`src/rtl/mem_port_arbiter_pkg.sv`:
```
// mem_arb_pkg: shared FSM state encoding and requester ids for mem_port_arbiter
// Provides state_t (IDLE/BUSY) and the port ids PORT_IF / PORT_D.
package mem_arb_pkg;
    typedef enum logic {IDLE, BUSY} state_t;
    localparam logic PORT_IF = 1'b0;
    localparam logic PORT_D  = 1'b1;
endpackage

```
`src/rtl/mem_port_arbiter_if.sv`:
```
// mem_port_arbiter_if: requester and memory-side signals of mem_port_arbiter
// master: arbiter view (takes requests and memory replies, drives acks and strobes)
// slave:  environment view (requesters plus the external memory)
interface mem_port_arbiter_if #(
    parameter int ADDR_W = 32,
    parameter int DATA_W = 32
);
    logic              if_req;
    logic [ADDR_W-1:0] if_addr;
    logic              if_ack;
    logic [DATA_W-1:0] if_rdata;
    logic              if_err;
    logic              d_req;
    logic              d_we;
    logic [ADDR_W-1:0] d_addr;
    logic [DATA_W-1:0] d_wdata;
    logic              d_ack;
    logic [DATA_W-1:0] d_rdata;
    logic              d_err;
    logic [ADDR_W-1:0] memory_addr;
    logic              memory_rden;
    logic              memory_wren;
    logic [DATA_W-1:0] memory_write_val;
    logic [DATA_W-1:0] memory_read_val;
    logic              memory_response;
    logic              busy;
    modport master (
        input  if_req, if_addr, d_req, d_we, d_addr, d_wdata, memory_read_val, memory_response,
        output if_ack, if_rdata, if_err, d_ack, d_rdata, d_err,
        output memory_addr, memory_rden, memory_wren, memory_write_val, busy
    );
    modport slave (
        output if_req, if_addr, d_req, d_we, d_addr, d_wdata, memory_read_val, memory_response,
        input  if_ack, if_rdata, if_err, d_ack, d_rdata, d_err,
        input  memory_addr, memory_rden, memory_wren, memory_write_val, busy
    );
endinterface

```
`src/rtl/mem_port_arbiter_rr_arbiter2.sv`:
```
// rr_arbiter2: combinational two-way round-robin pick
// i_elig: eligible vector indexed by port id; i_last: port granted last; o_gnt: one-hot grant
module rr_arbiter2
    import mem_arb_pkg::*;
(
    input  logic [1:0] i_elig,
    input  logic       i_last,
    output logic [1:0] o_gnt
);
    assign o_gnt[PORT_IF] = i_elig[PORT_IF] & (~i_elig[PORT_D] | (i_last == PORT_D));
    assign o_gnt[PORT_D]  = i_elig[PORT_D] & (~i_elig[PORT_IF] | (i_last == PORT_IF));
endmodule

```
`src/rtl/mem_port_arbiter.sv`:
```
// mem_port_arbiter: shares one memory port between fetch and data requesters
// clk/reset: clock and asynchronous active-high reset
// bus: fetch req/ack, data req/ack, memory strobes/response and busy flag
module mem_port_arbiter
    import mem_arb_pkg::*;
#(
    parameter int ADDR_W         = 32,
    parameter int DATA_W         = 32,
    parameter int TIMEOUT_CYCLES = 64,
    parameter int TO_W           = 8
) (
    input  logic                clk,
    input  logic                reset,
    mem_port_arbiter_if.master  bus
);
    state_t            r_state, w_state_n;
    logic              r_last, w_last_n, r_port, w_port_n;
    logic [TO_W-1:0]   r_cnt, w_cnt_n;
    logic [ADDR_W-1:0] r_addr, w_addr_n;
    logic              r_rden, w_rden_n, r_wren, w_wren_n;
    logic [DATA_W-1:0] r_wval, w_wval_n, r_rdata, w_rdata_n;
    logic              r_if_ack, w_if_ack_n, r_d_ack, w_d_ack_n, r_err, w_err_n;
    logic [1:0]        w_elig, w_gnt;
    logic              w_to, w_done;

    // A port whose ack is showing this cycle cannot be re-granted on the same edge.
    assign w_elig = {bus.d_req & ~r_d_ack, bus.if_req & ~r_if_ack};

    rr_arbiter2 u_rr (.i_elig(w_elig), .i_last(r_last), .o_gnt(w_gnt));

    // Counter holds the number of BUSY cycles already spent; abort on the last allowed one.
    assign w_to   = (TIMEOUT_CYCLES != 0) && (r_cnt == TO_W'(TIMEOUT_CYCLES - 1));
    assign w_done = bus.memory_response | w_to;

    always_comb begin
        w_state_n  = r_state;
        w_last_n   = r_last;
        w_port_n   = r_port;
        w_cnt_n    = r_cnt;
        w_addr_n   = r_addr;
        w_rden_n   = r_rden;
        w_wren_n   = r_wren;
        w_wval_n   = r_wval;
        w_rdata_n  = '0;
        w_if_ack_n = 1'b0;
        w_d_ack_n  = 1'b0;
        w_err_n    = 1'b0;
        if (r_state == IDLE) begin
            if (|w_gnt) begin
                w_state_n = BUSY;
                w_port_n  = w_gnt[PORT_D];
                w_last_n  = w_gnt[PORT_D];
                w_cnt_n   = '0;
                w_addr_n  = w_gnt[PORT_D] ? bus.d_addr : bus.if_addr;
                w_wren_n  = w_gnt[PORT_D] & bus.d_we;
                w_rden_n  = ~(w_gnt[PORT_D] & bus.d_we);
                w_wval_n  = (w_gnt[PORT_D] & bus.d_we) ? bus.d_wdata : '0;
            end
        end else if (w_done) begin
            w_state_n  = IDLE;
            w_addr_n   = '0;
            w_rden_n   = 1'b0;
            w_wren_n   = 1'b0;
            w_wval_n   = '0;
            w_if_ack_n = (r_port == PORT_IF);
            w_d_ack_n  = (r_port == PORT_D);
            w_err_n    = ~bus.memory_response;
            w_rdata_n  = (bus.memory_response & r_rden) ? bus.memory_read_val : '0;
        end else begin
            w_cnt_n = r_cnt + 1'b1;
        end
    end

    always_ff @(posedge clk or posedge reset) begin
        if (reset) begin
            r_state  <= IDLE;
            r_last   <= PORT_D;
            r_port   <= PORT_IF;
            r_cnt    <= '0;
            r_addr   <= '0;
            r_rden   <= 1'b0;
            r_wren   <= 1'b0;
            r_wval   <= '0;
            r_rdata  <= '0;
            r_if_ack <= 1'b0;
            r_d_ack  <= 1'b0;
            r_err    <= 1'b0;
        end else begin
            r_state  <= w_state_n;
            r_last   <= w_last_n;
            r_port   <= w_port_n;
            r_cnt    <= w_cnt_n;
            r_addr   <= w_addr_n;
            r_rden   <= w_rden_n;
            r_wren   <= w_wren_n;
            r_wval   <= w_wval_n;
            r_rdata  <= w_rdata_n;
            r_if_ack <= w_if_ack_n;
            r_d_ack  <= w_d_ack_n;
            r_err    <= w_err_n;
        end
    end

    assign bus.memory_addr      = r_addr;
    assign bus.memory_rden      = r_rden;
    assign bus.memory_wren      = r_wren;
    assign bus.memory_write_val = r_wval;
    assign bus.busy             = (r_state == BUSY);
    assign bus.if_ack           = r_if_ack;
    assign bus.d_ack            = r_d_ack;
    assign bus.if_rdata         = r_if_ack ? r_rdata : '0;
    assign bus.d_rdata          = r_d_ack ? r_rdata : '0;
    assign bus.if_err           = r_if_ack & r_err;
    assign bus.d_err            = r_d_ack & r_err;
endmodule

```
`src/flat_wrapper.sv`:
```
// flat-port wrapper written by rule: the top's interface ports become plain ports
module mem_port_arbiter_flat import mem_arb_pkg::*;
#(
    parameter int ADDR_W         = 32,
    parameter int DATA_W         = 32,
    parameter int TIMEOUT_CYCLES = 64,
    parameter int TO_W           = 8
)
  (clk, reset, bus_if_req, bus_if_addr, bus_d_req, bus_d_we, bus_d_addr, bus_d_wdata, bus_memory_read_val, bus_memory_response, bus_if_ack, bus_if_rdata, bus_if_err, bus_d_ack, bus_d_rdata, bus_d_err, bus_memory_addr, bus_memory_rden, bus_memory_wren, bus_memory_write_val, bus_busy);
  mem_port_arbiter_if #(.ADDR_W(ADDR_W), .DATA_W(DATA_W)) bus_i ();
  input  logic clk;
  input  logic reset;
  input wire logic [$bits(bus_i.if_req)-1:0] bus_if_req;
  input wire logic [$bits(bus_i.if_addr)-1:0] bus_if_addr;
  input wire logic [$bits(bus_i.d_req)-1:0] bus_d_req;
  input wire logic [$bits(bus_i.d_we)-1:0] bus_d_we;
  input wire logic [$bits(bus_i.d_addr)-1:0] bus_d_addr;
  input wire logic [$bits(bus_i.d_wdata)-1:0] bus_d_wdata;
  input wire logic [$bits(bus_i.memory_read_val)-1:0] bus_memory_read_val;
  input wire logic [$bits(bus_i.memory_response)-1:0] bus_memory_response;
  output wire logic [$bits(bus_i.if_ack)-1:0] bus_if_ack;
  output wire logic [$bits(bus_i.if_rdata)-1:0] bus_if_rdata;
  output wire logic [$bits(bus_i.if_err)-1:0] bus_if_err;
  output wire logic [$bits(bus_i.d_ack)-1:0] bus_d_ack;
  output wire logic [$bits(bus_i.d_rdata)-1:0] bus_d_rdata;
  output wire logic [$bits(bus_i.d_err)-1:0] bus_d_err;
  output wire logic [$bits(bus_i.memory_addr)-1:0] bus_memory_addr;
  output wire logic [$bits(bus_i.memory_rden)-1:0] bus_memory_rden;
  output wire logic [$bits(bus_i.memory_wren)-1:0] bus_memory_wren;
  output wire logic [$bits(bus_i.memory_write_val)-1:0] bus_memory_write_val;
  output wire logic [$bits(bus_i.busy)-1:0] bus_busy;
  assign bus_i.if_req = bus_if_req;
  assign bus_i.if_addr = bus_if_addr;
  assign bus_i.d_req = bus_d_req;
  assign bus_i.d_we = bus_d_we;
  assign bus_i.d_addr = bus_d_addr;
  assign bus_i.d_wdata = bus_d_wdata;
  assign bus_i.memory_read_val = bus_memory_read_val;
  assign bus_i.memory_response = bus_memory_response;
  assign bus_if_ack = bus_i.if_ack;
  assign bus_if_rdata = bus_i.if_rdata;
  assign bus_if_err = bus_i.if_err;
  assign bus_d_ack = bus_i.d_ack;
  assign bus_d_rdata = bus_i.d_rdata;
  assign bus_d_err = bus_i.d_err;
  assign bus_memory_addr = bus_i.memory_addr;
  assign bus_memory_rden = bus_i.memory_rden;
  assign bus_memory_wren = bus_i.memory_wren;
  assign bus_memory_write_val = bus_i.memory_write_val;
  assign bus_busy = bus_i.busy;
  mem_port_arbiter #(.ADDR_W(ADDR_W), .DATA_W(DATA_W), .TIMEOUT_CYCLES(TIMEOUT_CYCLES), .TO_W(TO_W)) u_core (.clk(clk), .reset(reset), .bus(bus_i));
endmodule
```
`config.mk`:
```
export PLATFORM = sky130hd
export DESIGN_NAME = mem_port_arbiter_flat
export DESIGN_NICKNAME = d
export VERILOG_FILES = /design/src/rtl/mem_port_arbiter_pkg.sv /design/src/rtl/mem_port_arbiter_if.sv /design/src/rtl/mem_port_arbiter_rr_arbiter2.sv /design/src/rtl/mem_port_arbiter.sv /design/src/flat_wrapper.sv
export SDC_FILE = /design/constraint.sdc
export NUM_CORES = 1
export LEC_CHECK = 0
export CAP_MARGIN = 10
export CORE_UTILIZATION = 42
export DETAILED_ROUTE_END_ITERATION = 8
export PLACE_DENSITY_LB_ADDON = 0.12
export REMOVE_ABC_BUFFERS = 1
export SKIP_CTS_REPAIR_TIMING = 1
export SYNTH_ARGS = -nofsm -noshare
export SYNTH_HDL_FRONTEND = slang
export SYNTH_SLANG_ARGS = --single-unit
```
`constraint.sdc`:
```
create_clock -name clk -period 9.4 [get_ports clk]
set_input_delay 1.88 -clock clk [delete_from_list [all_inputs] [get_ports clk]]
set_output_delay 1.88 -clock clk [all_outputs]
set_load 0.02 [all_outputs]
```
* Yosys cells after proc, flatten, opt, wreduce, memory -nomap -nowiden
Index checks and enable logic that the tools add are counted.
** Storage, ports and cells
- Register bits :: 112
- Bits in latches :: 0
- RAM bits :: 0
- Bits in read-only memories :: 0
- Output and inout bits :: 135
- Word-level logic and storage cells :: 70
- Memories kept :: 0
** Cells by class
- $add $sub $neg :: 1
- Multipliers :: 0
- Divide/modulo/power cells :: 0
- Magnitude comparators :: 0
- Equal/unequal tests :: 3
- Shift operators :: 0
- Mux-type cells :: 29
- Bitwise gates (word level) :: 20
- Reduce and logical (&&, ||, !) cells :: 5
** Operators with widths (number)
- 32-bit two-way mux :: 12
- 8-bit two-way mux :: 3
- 1-bit two-way mux :: 14
- 1-bit NOT :: 9
- 8-bit by 1-bit adder with 8-bit output (second input constant) :: 1
- 1-bit AND :: 8
- 8-bit by 6-bit == test with 1-bit output (second input constant) :: 1
- 2-bit AND reduction :: 3
- 2-bit != test (second input constant) :: 2
- 1-bit bitwise OR :: 3
- 2-bit nonzero test :: 1
- 2-bit OR reduction :: 1

* Logic depth before layout (Yosys ltp)
- Depth after elaboration :: 9
- Gate-level depth with buffers :: 7

* Cells and area by module
From an unflattened synthesis, not the netlist that was laid out.
** Unflattened totals
- Cells, all modules :: 437
- Area total of the unflattened synthesis :: 5173.7 µm²
** Modules (own cells, without submodules)
- mem_port_arbiter :: times used 1, cells an instance 434, area an instance 5154.9 µm², seq. area each 2803.9 µm²
- rr_arbiter2 :: times used 1, cells an instance 3, area an instance 18.8 µm², seq. area each 0.0 µm²

* Worst setup path after synthesis
OpenSTA, ideal clock, no wires.
- Path kind :: input -> register
- Start point :: input bus_if_req
- End point :: register u_core.r_wval[10] (netlist: u_core.bus.memory_write_val[10])
- Arrival :: 2.877 ns
- Slack :: 6.402 ns
- Stages :: 7
- Buffers on the path :: 3
- Path through :: nand2b_1 a21o_1 buf_2 a21boi_1 buf_6 buf_6 a22o_1
** Between the ends
- Word-level cells in the longest chain between the ends :: 8
- Elaborated cells between the ends (all ways) :: 12
- Classes of those cells :: 3 x mux; 6 x bitwise; 3 x reduce/logical
** RTL lines
- start: declaration :: RTL line flat_wrapper.sv:13 : input wire logic [$bits(bus_i.if_req)-1:0] bus_if_req;
- 1-bit AND (*) :: RTL line mem_port_arbiter.sv:27 : assign w_elig = {bus.d_req & ~r_d_ack, bus.if_req & ~r_if_ack};
- 1-bit NOT :: RTL line mem_port_arbiter_rr_arbiter2.sv:11 : assign o_gnt[PORT_D] = i_elig[PORT_D] & (~i_elig[PORT_IF] | (i_last == PORT_IF));
- 1-bit bitwise OR :: RTL line mem_port_arbiter_rr_arbiter2.sv:11
- 1-bit AND :: RTL line mem_port_arbiter_rr_arbiter2.sv:11
- 1-bit AND :: RTL line mem_port_arbiter.sv:57 : w_wval_n = (w_gnt[PORT_D] & bus.d_we) ? bus.d_wdata : '0;
- 32-bit two-way mux :: RTL line mem_port_arbiter.sv:57
- 32-bit two-way mux :: RTL line mem_port_arbiter.sv:49 : if (|w_gnt) begin
- 32-bit two-way mux :: RTL line mem_port_arbiter.sv:48 : if (r_state == IDLE) begin
- end signal: assignment :: RTL line mem_port_arbiter.sv:96 : r_wval <= w_wval_n;
- end: declaration :: RTL line mem_port_arbiter.sv:21 : logic [DATA_W-1:0] r_wval, w_wval_n, r_rdata, w_rdata_n;
Mark *: on every way between the ends. The rest lies on a longest branch, timed or not. The select of a mux whose other input is x is not followed.
A chain may end at the register's enable or synchronous reset.

* Worst setup path after layout
- Start point :: register u_core.r_if_ack (netlist: u_core.bus.if_ack)
- End point :: output bus_if_rdata[21]
** Between the ends
- Word-level cells in the longest chain between the ends :: 1
** RTL lines
- start: declaration :: RTL line mem_port_arbiter.sv:22 : logic r_if_ack, w_if_ack_n, r_d_ack, w_d_ack_n, r_err, w_err_n;
- start signal: assignment :: RTL line mem_port_arbiter.sv:98 : r_if_ack <= w_if_ack_n;
- 32-bit two-way mux :: RTL line mem_port_arbiter.sv:111 : assign bus.if_rdata = r_if_ack ? r_rdata : '0;
- end: declaration :: RTL line flat_wrapper.sv:22 : output wire logic [$bits(bus_i.if_rdata)-1:0] bus_if_rdata;
Every way passes these cells.

==> results.tsv <==
stage	metric	value	unit
outcome	status	finished, final reports clean	
synth	synthSimpleGateAreaFrac	15.62	%
placement	portBuffers	268	
power_and_ir_drop	power_density	232.7	mW/mm^2
setup_path	startpoint_type	register	
routing	via_per_inst	4.999	
synth	yosys_warnings	0	
setup_path	crit_chain	and2_1 -> clkdlybuf4s50_1	
layout	layout-drive-gt1-share	4.475	%
clocking	clock-sinks	112	
layout	area_growth	64.95	%
global_route	grt_max_degree	79	
global_route	grt_pass1_vias	3876	
setup_path	crit_fanout	35	
synth	ys_async_sr_fraction	100.0	%
timing	rsz0062_at_grt	false	
routing	drtPass1Iterations	4	
timing	worstMarginPinSlew	1.127	ns
die	fp.dieW	108.7	um
synth	synth.avg_cell_area	12.33	um^2
routing	avgRoutedWirePerCell	16.51	um
placement	hpwl	9722	um
global_route	grtUsageTotal	22.37	%
global_route	grt_remaining_overflow	0	
synth	synthFlopType	dfrtp_1	
die	core_area	0.01098	mm^2
timing	period_needed	3.955	ns
setup_path	critical_path_required	7.52	ns
clocking	cts_root_buf	clkbuf_16	
die	rows	38	
synth	synth_top_family_by_area	simple AND/OR/NAND/NOR gates	
layout	final_net_count	778	
timing	slew_violations	0	
layout	diodes	0	
routing	wirelength	13010	um
placement	place_congestion	0.7669	
timing	finalHoldViolations	0	
synth	yosysSeqAreaShare	58.62	%
synth	synth_edf_count	0	
die	start_util	43.55	%
clocking	cts_buffer_depth	2	
timing	relSlewSlack	24.65	%
timing	fin_ws	5.445	ns
layout	multiInputGateArea	0.001844	mm^2
setup_path	cp-end-kind	primary output	
synth	synthCells	388	
setup_path	crit_type	register to primary output	
global_route	antenna_found_initial	0	
clocking	clk_latency	0.34	ns
setup_path	crit_slowest_cell	dfrtp_1	
global_route	grt_pass1_wl	19840	um
layout	final-seq-area	0.002804	mm^2
timing	setup_viol	0	
setup_path	crit_path_max_incr_delay	0.86	ns
timing	period_share	42.07	%
synth	synth_compound_area_share	15.17	%
die	die_h	108.7	um
synth	synthXorXnorAreaFrac	0	%
power_and_ir_drop	peakVddDrop	0.1168	mV
die	pin_count	269	
timing	fin_skew	0.007132	ns
synth	synthAdderAreaFrac	0.2616	%
power_and_ir_drop	power	0.001836	W
power_and_ir_drop	p_leak	3.477	nW
routing	ant_nets	0	
clocking	tritoncts	built	
synth	ys_types	30	
layout	num-fill-cells	811	
timing	tns	0	ns
clocking	cts_inserted_buffers	9	
routing	vias	3939	
die	fp.dieArea	0.01182	mm^2
synth	syn-cell-area	0.004783	mm^2
timing	fmaxAchievable	0.2529	GHz
synth	synth.mux.area_fraction	6.906	%
clocking	htreeDepth	3	
run	maxCapViolations	0	
routing	initialDrtViolationCount	161	
setup_path	critPathArrivalTime	2.07	ns
synth	synth_seq_cells	112	
placement	pre_cts_ws	5.204	ns
routing	post-route-drc-count	0	
clocking	clkSlewWorstSetupHoldPaths	0.07	ns
min_path	hp-class	register to register	
[routing by layer]
layer	part of all wire [%]	track usage (%)	vias up
met5	0	0	-
met4	2.4	9.266	0
met3	8.3	6.575	23
met2	51	38.97	191
met1	39	25.63	1853
li1	-	-	1872
[where the power goes]
part | internal (W) | switching, W | leakage, nW
registers | 0.000611 | 0.0000975 | 1.49
logic | 0.000351 | 0.000373 | 1.83
clock network | 0.000239 | 0.000164 | 0.158
total | 0.00120 | 0.000635 | 3.48
[kinds of logic after synthesis]
family | after synthesis
and+or+nand+nor | 123
AOI/OAI and AO/OA | 84
DFF | 112
muxes | 33
buffers and inverters | 35
adders and majority gates | 1
[synthesized netlist by cell type, types with 3 or more instances]
cell type	count	area, um^2
nand2_1	8	30.03
a22o_1	32	280.3
o2bb2ai_1	33	289.0
mux2i_1	33	330.3
o21ai_0	4	20.02
nand2b_1	3	18.77
and2_1	99	619.3
nand3_1	4	20.02
dfrtp_1	111	2778
buf_2	14	70.07
inv_1	6	22.52
clkbuf_1	13	48.80
[layout make-up]
cell class                      count  area share (%)
Multi-Input combinational cell    241           23.37
Tap cell                          140           2.220
Clock buffer                       10           3.029
Inverter                            6          0.3172
Clock inverter                      6           1.047
Timing Repair Buffer              273           34.48
Sequential cell                   112           35.54
[per-stage QoR]
step	hold WS (ns)	area (um^2)	cells	util [%]
3_5_place_dp	0.4418	7561	771	68.84
6_report	0.4482	7890	788	71.84
4_1_cts	0.4506	7883	787	71.77
5_1_grt	0.4672	7890	788	71.84
2_1_floorplan	0.4140	4642	359	-
3_3_place_gp	0.4222	7561	771	68.84
[critical path, delay by kind of cell, from the launching register on]
family / cells / cell delay, ns
simple gates: 1 / 0.23
buf+inv: 1 / 0.64
flops: 1 / 0.86
[sequential cells by signal, indices dropped and copies added (netlist names)]
signal and cells:
u_core.bus.memory_addr 32, u_core.bus.memory_write_val 32, u_core.r_rdata 32, u_core.r_cnt 8, u_core.bus.busy 1, u_core.bus.d_ack 1, u_core.bus.if_ack 1, u_core.bus.memory_rden 1
u_core.bus.memory_wren 1, u_core.r_err 1, u_core.r_last 1, u_core.r_port 1
[layout by cell type (no fill, tap or decap), types with 3 or more instances in the layout]
| master | Yosys | routed |
|---|---|---|
| a22o_1 | 32 | 32 |
| and2_1 | 99 | 99 |
| buf_4 | 0 | 5 |
| clkbuf_16 | 0 | 9 |
| clkdlybuf4s50_1 | 0 | 268 |
| clkinv_2 | 0 | 3 |
| dfrtp_1 | 111 | 111 |
| inv_1 | 6 | 5 |
| mux2i_1 | 33 | 33 |
| nand2_1 | 8 | 8 |
| nand2b_1 | 3 | 3 |
| nand3_1 | 4 | 4 |
| o21ai_0 | 4 | 4 |
| o2bb2ai_1 | 33 | 33 |
[path summary, 6_finish.rpt]
kind	cells past startpoint	slack (ns)	to	from
setup / recovery	2	5.45	bus_if_rdata[21]	u_core.bus.if_ack$_DFF_PP0_
hold / removal	1	0.45	u_core.bus.if_ack$_DFF_PP0_	u_core.r_port$_DFFE_PP0P_
setup reg to reg	6	6.57	u_core.bus.memory_write_val[1]$_DFFE_PP0P_	u_core.bus.if_ack$_DFF_PP0_
hold reg to reg	1	0.45	u_core.bus.if_ack$_DFF_PP0_	u_core.r_port$_DFFE_PP0P_
max in group asynchronous	3	6.17	u_core.bus.memory_addr[15]$_DFFE_PP0P_	reset
min in group asynchronous	2	1.90	u_core.bus.memory_write_val[26]$_DFFE_PP0P_	reset
Note: power is estimated with default switching activity, not from simulation.
